<file path="config.mk">
export PLATFORM = sky130hd
export DESIGN_NAME = multicycle_ctrl_flat
export DESIGN_NICKNAME = d
export VERILOG_FILES = /design/src/rtl/multicycle_ctrl_if.sv /design/src/rtl/multicycle_ctrl.sv /design/src/flat_wrapper.sv
export SDC_FILE = /design/constraint.sdc
export NUM_CORES = 1
export LEC_CHECK = 0
export ABC_AREA = 1
export CAP_MARGIN = 20
export CORE_MARGIN = 2
export CORE_UTILIZATION = 38
export CTS_CLUSTER_DIAMETER = 200
export DETAILED_ROUTE_END_ITERATION = 8
export MAX_ROUTING_LAYER = met4
export PLACE_DENSITY = 0.77
export SYNTH_ARGS = -nofsm -noshare
export SYNTH_HDL_FRONTEND = slang
export SYNTH_SLANG_ARGS = --single-unit
export TNS_END_PERCENT = 1
</file>
<file path="constraint.sdc">
create_clock -name i_clk -period 1.9 [get_ports i_clk]
set_clock_uncertainty 0.1 [all_clocks]
set_input_delay 0.19 -clock i_clk [delete_from_list [all_inputs] [get_ports i_clk]]
set_output_delay 0.19 -clock i_clk [all_outputs]
set_load 0.005 [all_outputs]
</file>
<file path="src/rtl/multicycle_ctrl_if.sv">
// multicycle_ctrl_if: controller <-> datapath/memory bundle; master = controller (drives o_*), slave = datapath/memories (drive i_*)
interface multicycle_ctrl_if;
  logic [31:0] i_instr;
  logic        o_imem_req;
  logic        i_imem_ready;
  logic        o_dmem_req;
  logic        o_dmem_we;
  logic        i_dmem_ready;
  logic        i_br_equal;
  logic        i_br_less;
  logic        o_br_unsigned;
  logic        o_opa_sel;
  logic        o_opb_sel;
  logic [3:0]  o_alu_op;
  logic [1:0]  o_wb_sel;
  logic        o_rd_wren;
  logic        o_pc_en;
  logic        o_pc_sel;
  logic        o_ir_en;
  logic [2:0]  o_state;
  logic        o_illegal;
  modport master (
    input  i_instr, i_imem_ready, i_dmem_ready, i_br_equal, i_br_less,
    output o_imem_req, o_dmem_req, o_dmem_we, o_br_unsigned, o_opa_sel, o_opb_sel,
           o_alu_op, o_wb_sel, o_rd_wren, o_pc_en, o_pc_sel, o_ir_en, o_state, o_illegal
  );
  modport slave (
    output i_instr, i_imem_ready, i_dmem_ready, i_br_equal, i_br_less,
    input  o_imem_req, o_dmem_req, o_dmem_we, o_br_unsigned, o_opa_sel, o_opb_sel,
           o_alu_op, o_wb_sel, o_rd_wren, o_pc_en, o_pc_sel, o_ir_en, o_state, o_illegal
  );
endinterface

</file>
<file path="src/rtl/multicycle_ctrl.sv">
// multicycle_ctrl: RV32I multicycle control FSM; ports i_clk, i_reset (async high), bus (multicycle_ctrl_if.master: fetch/data handshakes, branch flags, datapath selects, state, trap)
module multicycle_ctrl (
  input logic               i_clk,
  input logic               i_reset,
  multicycle_ctrl_if.master bus
);
  typedef enum logic [2:0] {IDLE, FETCH, DECODE, EXEC, MEM, WB, TRAP} state_t;
  state_t state_q, state_d;
  // only the instruction fields the decoder consumes: {funct7[5], funct3, opcode}
  logic [10:0] ir_q, ir_d;
  logic [6:0] opc;
  logic [2:0] f3;
  logic f7b, is_lui, is_auipc, is_jal, is_jalr, is_br, is_ld, is_st, is_opi, is_op, legal, taken, act;
  logic [3:0] alu_f;
  assign opc = ir_q[6:0];
  assign f3 = ir_q[9:7];
  assign f7b = ir_q[10];
  assign is_lui = opc == 7'b0110111;
  assign is_auipc = opc == 7'b0010111;
  assign is_jal = opc == 7'b1101111;
  assign is_jalr = opc == 7'b1100111;
  assign is_br = opc == 7'b1100011;
  assign is_ld = opc == 7'b0000011;
  assign is_st = opc == 7'b0100011;
  assign is_opi = opc == 7'b0010011;
  assign is_op = opc == 7'b0110011;
  assign legal = (is_lui | is_auipc | is_jal | is_jalr | is_br | is_ld | is_st | is_opi | is_op) && !(is_br && f3[2:1] == 2'b01);
  // funct3[0] inverts the sense: BNE/BGE/BGEU
  assign taken = f3[2] ? bus.i_br_less ^ f3[0] : bus.i_br_equal ^ f3[0];
  assign alu_f = f3 == 3'd0 ? (is_op && f7b ? 4'd1 : 4'd0) :
                 f3 == 3'd1 ? 4'd2 : f3 == 3'd2 ? 4'd3 : f3 == 3'd3 ? 4'd4 :
                 f3 == 3'd4 ? 4'd5 : f3 == 3'd5 ? (f7b ? 4'd7 : 4'd6) :
                 f3 == 3'd6 ? 4'd8 : 4'd9;
  assign act = state_q == EXEC || state_q == MEM || state_q == WB;
  always_comb begin
    state_d = state_q;
    ir_d = ir_q;
    bus.o_imem_req = 1'b0;
    bus.o_ir_en = 1'b0;
    bus.o_dmem_req = 1'b0;
    bus.o_dmem_we = 1'b0;
    bus.o_rd_wren = 1'b0;
    bus.o_pc_en = 1'b0;
    bus.o_pc_sel = 1'b0;
    bus.o_illegal = 1'b0;
    bus.o_state = state_q;
    bus.o_opa_sel = act & (is_auipc | is_jal | is_br);
    bus.o_opb_sel = act & !is_op;
    bus.o_alu_op = !act ? 4'd0 : is_lui ? 4'd10 : (is_op | is_opi) ? alu_f : 4'd0;
    bus.o_wb_sel = !act ? 2'd0 : is_ld ? 2'd1 : (is_jal | is_jalr) ? 2'd2 : 2'd0;
    bus.o_br_unsigned = act & is_br & f3[2] & f3[1];
    case (state_q)
      IDLE: state_d = FETCH;
      FETCH: begin
        bus.o_imem_req = 1'b1;
        bus.o_ir_en = bus.i_imem_ready;
        if (bus.i_imem_ready) begin
          ir_d = {bus.i_instr[30], bus.i_instr[14:12], bus.i_instr[6:0]};
          state_d = DECODE;
        end
      end
      DECODE: state_d = legal ? EXEC : TRAP;
      EXEC: begin
        bus.o_pc_en = is_br;
        bus.o_pc_sel = is_br & taken;
        state_d = is_br ? FETCH : (is_ld | is_st) ? MEM : WB;
      end
      MEM: begin
        bus.o_dmem_req = 1'b1;
        bus.o_dmem_we = is_st;
        bus.o_pc_en = bus.i_dmem_ready & is_st;
        if (bus.i_dmem_ready) state_d = is_st ? FETCH : WB;
      end
      WB: begin
        bus.o_rd_wren = 1'b1;
        bus.o_pc_en = 1'b1;
        bus.o_pc_sel = is_jal | is_jalr;
        state_d = FETCH;
      end
      TRAP: bus.o_illegal = 1'b1;
      default: state_d = IDLE;
    endcase
  end
  always_ff @(posedge i_clk or posedge i_reset) begin
    if (i_reset) begin
      state_q <= IDLE;
      ir_q <= '0;
    end else begin
      state_q <= state_d;
      ir_q <= ir_d;
    end
  end
endmodule

</file>
<file path="src/flat_wrapper.sv">
// flat-port wrapper written by rule: the top's interface ports become plain ports
module multicycle_ctrl_flat 
  (i_clk, i_reset, bus_i_instr, bus_i_imem_ready, bus_i_dmem_ready, bus_i_br_equal, bus_i_br_less, bus_o_imem_req, bus_o_dmem_req, bus_o_dmem_we, bus_o_br_unsigned, bus_o_opa_sel, bus_o_opb_sel, bus_o_alu_op, bus_o_wb_sel, bus_o_rd_wren, bus_o_pc_en, bus_o_pc_sel, bus_o_ir_en, bus_o_state, bus_o_illegal);
  multicycle_ctrl_if bus_i ();
  input logic i_clk;
  input logic i_reset;
  input wire logic [$bits(bus_i.i_instr)-1:0] bus_i_instr;
  input wire logic [$bits(bus_i.i_imem_ready)-1:0] bus_i_imem_ready;
  input wire logic [$bits(bus_i.i_dmem_ready)-1:0] bus_i_dmem_ready;
  input wire logic [$bits(bus_i.i_br_equal)-1:0] bus_i_br_equal;
  input wire logic [$bits(bus_i.i_br_less)-1:0] bus_i_br_less;
  output wire logic [$bits(bus_i.o_imem_req)-1:0] bus_o_imem_req;
  output wire logic [$bits(bus_i.o_dmem_req)-1:0] bus_o_dmem_req;
  output wire logic [$bits(bus_i.o_dmem_we)-1:0] bus_o_dmem_we;
  output wire logic [$bits(bus_i.o_br_unsigned)-1:0] bus_o_br_unsigned;
  output wire logic [$bits(bus_i.o_opa_sel)-1:0] bus_o_opa_sel;
  output wire logic [$bits(bus_i.o_opb_sel)-1:0] bus_o_opb_sel;
  output wire logic [$bits(bus_i.o_alu_op)-1:0] bus_o_alu_op;
  output wire logic [$bits(bus_i.o_wb_sel)-1:0] bus_o_wb_sel;
  output wire logic [$bits(bus_i.o_rd_wren)-1:0] bus_o_rd_wren;
  output wire logic [$bits(bus_i.o_pc_en)-1:0] bus_o_pc_en;
  output wire logic [$bits(bus_i.o_pc_sel)-1:0] bus_o_pc_sel;
  output wire logic [$bits(bus_i.o_ir_en)-1:0] bus_o_ir_en;
  output wire logic [$bits(bus_i.o_state)-1:0] bus_o_state;
  output wire logic [$bits(bus_i.o_illegal)-1:0] bus_o_illegal;
  assign bus_i.i_instr = bus_i_instr;
  assign bus_i.i_imem_ready = bus_i_imem_ready;
  assign bus_i.i_dmem_ready = bus_i_dmem_ready;
  assign bus_i.i_br_equal = bus_i_br_equal;
  assign bus_i.i_br_less = bus_i_br_less;
  assign bus_o_imem_req = bus_i.o_imem_req;
  assign bus_o_dmem_req = bus_i.o_dmem_req;
  assign bus_o_dmem_we = bus_i.o_dmem_we;
  assign bus_o_br_unsigned = bus_i.o_br_unsigned;
  assign bus_o_opa_sel = bus_i.o_opa_sel;
  assign bus_o_opb_sel = bus_i.o_opb_sel;
  assign bus_o_alu_op = bus_i.o_alu_op;
  assign bus_o_wb_sel = bus_i.o_wb_sel;
  assign bus_o_rd_wren = bus_i.o_rd_wren;
  assign bus_o_pc_en = bus_i.o_pc_en;
  assign bus_o_pc_sel = bus_i.o_pc_sel;
  assign bus_o_ir_en = bus_i.o_ir_en;
  assign bus_o_state = bus_i.o_state;
  assign bus_o_illegal = bus_i.o_illegal;
  multicycle_ctrl u_core (.i_clk(i_clk), .i_reset(i_reset), .bus(bus_i));
endmodule
</file>
Word-level counts from Yosys, hierarchy flattened --
Cells that the tools add are included.
Storage, ports and cells: output and inout port bits 20, logic and storage cells 92, input port bits 38, register bits 14
Cells by class: muxes and demuxes 31, reductions and logical operators 12, bitwise logic cells 23, equality and inequality tests 24
Operators with widths (number):
- $mux W4 | 9
- $eq A7 B6 Y1 const B | 3
- $eq A7 B7 Y1 const B | 3
- $eq A3 B3 Y1 const B | 6
- $pmux W3 S6 | 1
- $mux W3 | 5
- $eq A7 B5 Y1 const B | 2
- $or A1 B1 Y1 | 13
- $eq A3 B2 Y1 const B | 4
- $mux W1 | 11
- $and A1 B1 Y1 | 7
- $eq A7 B2 Y1 const B | 1
- $eq A3 B1 Y1 const B | 2
- $logic_not A3 Y1 | 2
- $mux W2 | 3
- $ne A2 B2 Y1 const B | 2
- $logic_and A1 B1 Y1 | 3
- $pmux W1 S3 | 1
- $reduce_and A3 Y1 | 1
- $eq A2 B1 Y1 const B | 1
- $logic_not A1 Y1 | 2
- $logic_or A1 B1 Y1 | 2
- $pmux W1 S2 | 1
- $reduce_and A2 Y1 | 1
- 3 further kinds | 4

Longest topological paths before layout --
depth in word-level cells 12, depth in mapped cells 11, gate-level depth less buffers 11

Worst setup path before layout --
Ideal clock, no wire load.
kind register -> output, from reg u_core.ir_q[2], to out bus_o_pc_en, arrival 1151 ps, data required time 1610 ps, slack 459 ps, cell stages (with the launch flop) 7, path through dfrtp_1 -> nor2_1 -> nand3_1 -> or2_1 -> nor2_1 -> nand2_1 -> nand3_1
On the way: word-level cells in the longest chain between the ends 3, elaborated cells between the ends (all ways) 4
RTL lines:
- from (decl) | RTL line multicycle_ctrl.sv:10 | logic [10:0] ir_q, ir_d;
- from (signal assigned) | RTL line multicycle_ctrl.sv:90 | ir_q <= ir_d;
- $eq A7 B6 Y1 | RTL line multicycle_ctrl.sv:24 | assign is_st = opc == 7'b0100011;
- $and A1 B1 Y1 | RTL line multicycle_ctrl.sv:71 | bus.o_pc_en = bus.i_dmem_ready & is_st;
- $pmux W1 S3 * | RTL line multicycle_ctrl.sv:52 | case (state_q)
- to (decl) | RTL line flat_wrapper.sv:21 | output wire logic [$bits(bus_i.o_pc_en)-1:0] bus_o_pc_en;
Mark *: on every way between the ends. The rest lies on a longest branch, timed or not.

Final worst setup path --
from reg u_core.ir_q[6], to out bus_o_alu_op[2]
On the way: word-level cells in the longest chain between the ends 5, elaborated cells between the ends (all ways) 7
RTL lines:
- $eq A7 B6 Y1 / $eq A7 B5 Y1 (equally long branches) | RTL line multicycle_ctrl.sv:26, multicycle_ctrl.sv:25
- $or A1 B1 Y1 | RTL line multicycle_ctrl.sv:49 | bus.o_alu_op = !act ? 4'd0 : is_lui ? 4'd10 : (is_op | is_opi) ? alu_f : 4'd0;
- $mux W4 | RTL line multicycle_ctrl.sv:49
- $mux W4 * (2 in series) | RTL line multicycle_ctrl.sv:49
- to (decl) | RTL line flat_wrapper.sv:18 | output wire logic [$bits(bus_i.o_alu_op)-1:0] bus_o_alu_op;
Marks and branches as above.

==> metrics.txt <==
Clock Sinks=14; Routed WL per cell=between 10 and 15 um; chip height=roughly 56 um; EDFF count, synth=0; cell accounting for the most synthesized area=dfrtp_1; Leak=between 0.8 and 0.9 nW; CTS clk-pin slew, worst paths=approximately 0.080 ns; crit path launch=u_core.ir_q[6]$_DFFE_PP0P_; #FFs+latches synth=14; vias in the first global route=roughly 1,300; DRC=0; post-synth top area share=between 30% and 40%; R2R depth=13; Multi-input gate area=673 um^2; Post-DP HPWL=between 2 and 2.5 mm; GR Util All Layers=between 20% and 30%; Final ANT Viol Nets=0; Synth Flop Type=dfrtp_1; flop-to-flop setup slack=~0.25 ns; Inserted Diodes=0; commonest non-fill, non-tap cell in the layout=nand2_1; Initial Utilization=around two fifths; crit path kind=flop to output pin; fraction of layout instances using a drive strength above 1=between 30% and 40%; Synth area leaders=dfrtp_1 (34%), nand2_1 (20%), o21ai_0 (6.8%), inv_1 (6.6%), nor2_1 (6.2%); most frequent cells in the layout=nand2_1 (51), buf_4 (32), clkdlybuf4s50_1 (21), inv_1 (16), dfrtp_1 (14); deepest clock path buffer count=2; Via density=between 5 and 6; H-tree depth=1; Final Setup Violations=8; final layout net count=about 270; total wire length=about 3.5 mm; PwrDens=about 1300 nW/um^2; Max Freq=about 500 MHz; FF+latch area=350 um^2; setup ws final=-0.142 ns; Vias=between 1,000 and 1,500; die extent in x=56.1 um; hold_buf cts=0; Worst EP required=roughly 1.6 ns; Yosys cell types=26; crit-path max FO=4; DR iter-0 viols=56; Worst VDD drop=a little over 0.8 mV; Inserted Clock Buffers=3; Fin Setup TNS=-0.780 ns; CTS tree=yes; row cnt=18; reg2reg end=u_core.bus.o_state[0]$_DFFE_PP0P_; DRT Pass-1 Iters=5; syn nets=195; CTS root buffer=clkbuf_4; WP data arrival=between 1.5 and 2 ns; Ys Warns=0; largest net degree at the start of global routing=19; placed insts=between 200 and 250; CORE AREA=roughly 2500 um^2; gr ovfl total=0; RSZ-0062 raised after global routing=yes; die area=between 3000 and 4000 um^2; Hold Crit Class=primary input to asynchronous set/reset pin; initial antenna violation count=0; Slew Viols, Final=0; worst slew pin tran=~0.56 ns; reg2reg start=u_core.ir_q[3]$_DFFE_PP0P_; Hold Violations, Final=0; max-cap violations=0; fill count=210; area grow syn2layout=69.4%; first-pass GRT wire length=5.26 mm; Post-Syn Area=a little over 1000 um^2; fraction of registers with async set/reset=100%; Final Critical Period=2.04 ns; average instance area after synthesis=approximately 6.6 um^2; critical path startpoint category=flop; Tcrit/Tclk final=107%; register area share after synthesis=34.0%; crit path capture type=output pin; Clock Latency Late Sink=about 0.28 ns; Post-Syn Instances=between 150 and 200; Post-Layout Cell Count=~260; status=complete, but fails checks; Worst slew margin=a little over three fifths; Placer Congestion=around 0.9; IO buf count=36; # IOs=58; failing checks=negative setup slack; CP endpoint=bus_o_alu_op[2]
flip-flops by register name, summed over array words and instances, names as in the netlist:
register,cells
u_core.bus.o_state,3
u_core.ir_q,11
stage by stage:
stage                     utilization [%]  power [mW]  hold slack [ns]  cell area [um^2]  setup slack [ns]
after floorplan                         -        1.25          -0.0208              1030             0.459
after global placement               63.9        1.85            0.354              1610           -0.0718
after detailed placement             63.9        1.92            0.368              1610            -0.101
after CTS                            67.3        2.15            0.154              1700            -0.135
after global routing                 69.1        2.43            0.189              1740            -0.228
final                                69.1        2.26            0.147              1740            -0.142
synth_stat cells, types with 2 or more instances:
| cell type | number |
|---|---|
| dfrtp_1 | 14 |
| inv_1 | 18 |
| inv_2 | 3 |
| nand2_1 | 56 |
| nand2_2 | 3 |
| nand3_1 | 8 |
| nor2_1 | 17 |
| nor2_2 | 2 |
| nor2_4 | 3 |
| nor3_1 | 2 |
| nor4_1 | 2 |
| o21ai_0 | 14 |
| o21ai_2 | 2 |
how the worst min path moves through the flow:
stage	startpoint	slack [ns]	to
after detailed placement	u_core.ir_q[0]$_DFFE_PP0P_	0.37	u_core.ir_q[0]$_DFFE_PP0P_
final	i_reset	0.15	u_core.ir_q[1]$_DFFE_PP0P_
after CTS	i_reset	0.15	u_core.ir_q[1]$_DFFE_PP0P_
after floorplan	i_reset	-0.02	u_core.bus.o_state[0]$_DFFE_PP0P_
after global placement	u_core.ir_q[0]$_DFFE_PP0P_	0.35	u_core.ir_q[0]$_DFFE_PP0P_
after global routing	i_reset	0.19	u_core.ir_q[8]$_DFFE_PP0P_
kinds of logic after synthesis:
family | count (synthesis) | synth area share, %
AND/OR/NAND/NOR | 98 | 44.1
flip-flops | 14 | 34.0
AO/OA/AOI/OAI | 21 | 11.7
XOR/XNOR | 1 | 0.851
buffers and inverters | 23 | 9.36
report_power, final:
part	internal, mW	switching (mW)	total [mW]
Sequential	0.442	0.155	0.597
Clock	0.0737	0.0934	0.167
Combinational	0.681	0.809	1.49
Total	1.20	1.06	2.26
critical path, cell delays in order, from the launching register on:
cell,delay (ns)
dfrtp_1,0.40
inv_1,0.20
nand2_1,0.16
nor3_4,0.27
buf_6,0.13
inv_2,0.04
nor4_4,0.11
buf_2,0.15
timing repair:
| item | in CTS | in global routing |
|---|---|---|
| endpoints found under the setup margin | 16 | 13 |
| pin swaps | 9 | 6 |
| buffers inserted | 5 | 3 |
| gates resized for setup | 46 | 22 |
area by class of cell:
type,instances,area share (%)
sequential,14,20.1
clock buffer,3,1.29
multi-input combinational,120,38.6
tap,30,2.15
inverter,22,5.02
timing repair buffer,70,32.9
per-layer routing:
layer,global-route usage [%],wire length (um)
met5,-,0
met4,10.9,65
met3,1.40,236
met2,38.3,1900
met1,24.6,1310
(Power assumes the default switching activity.)
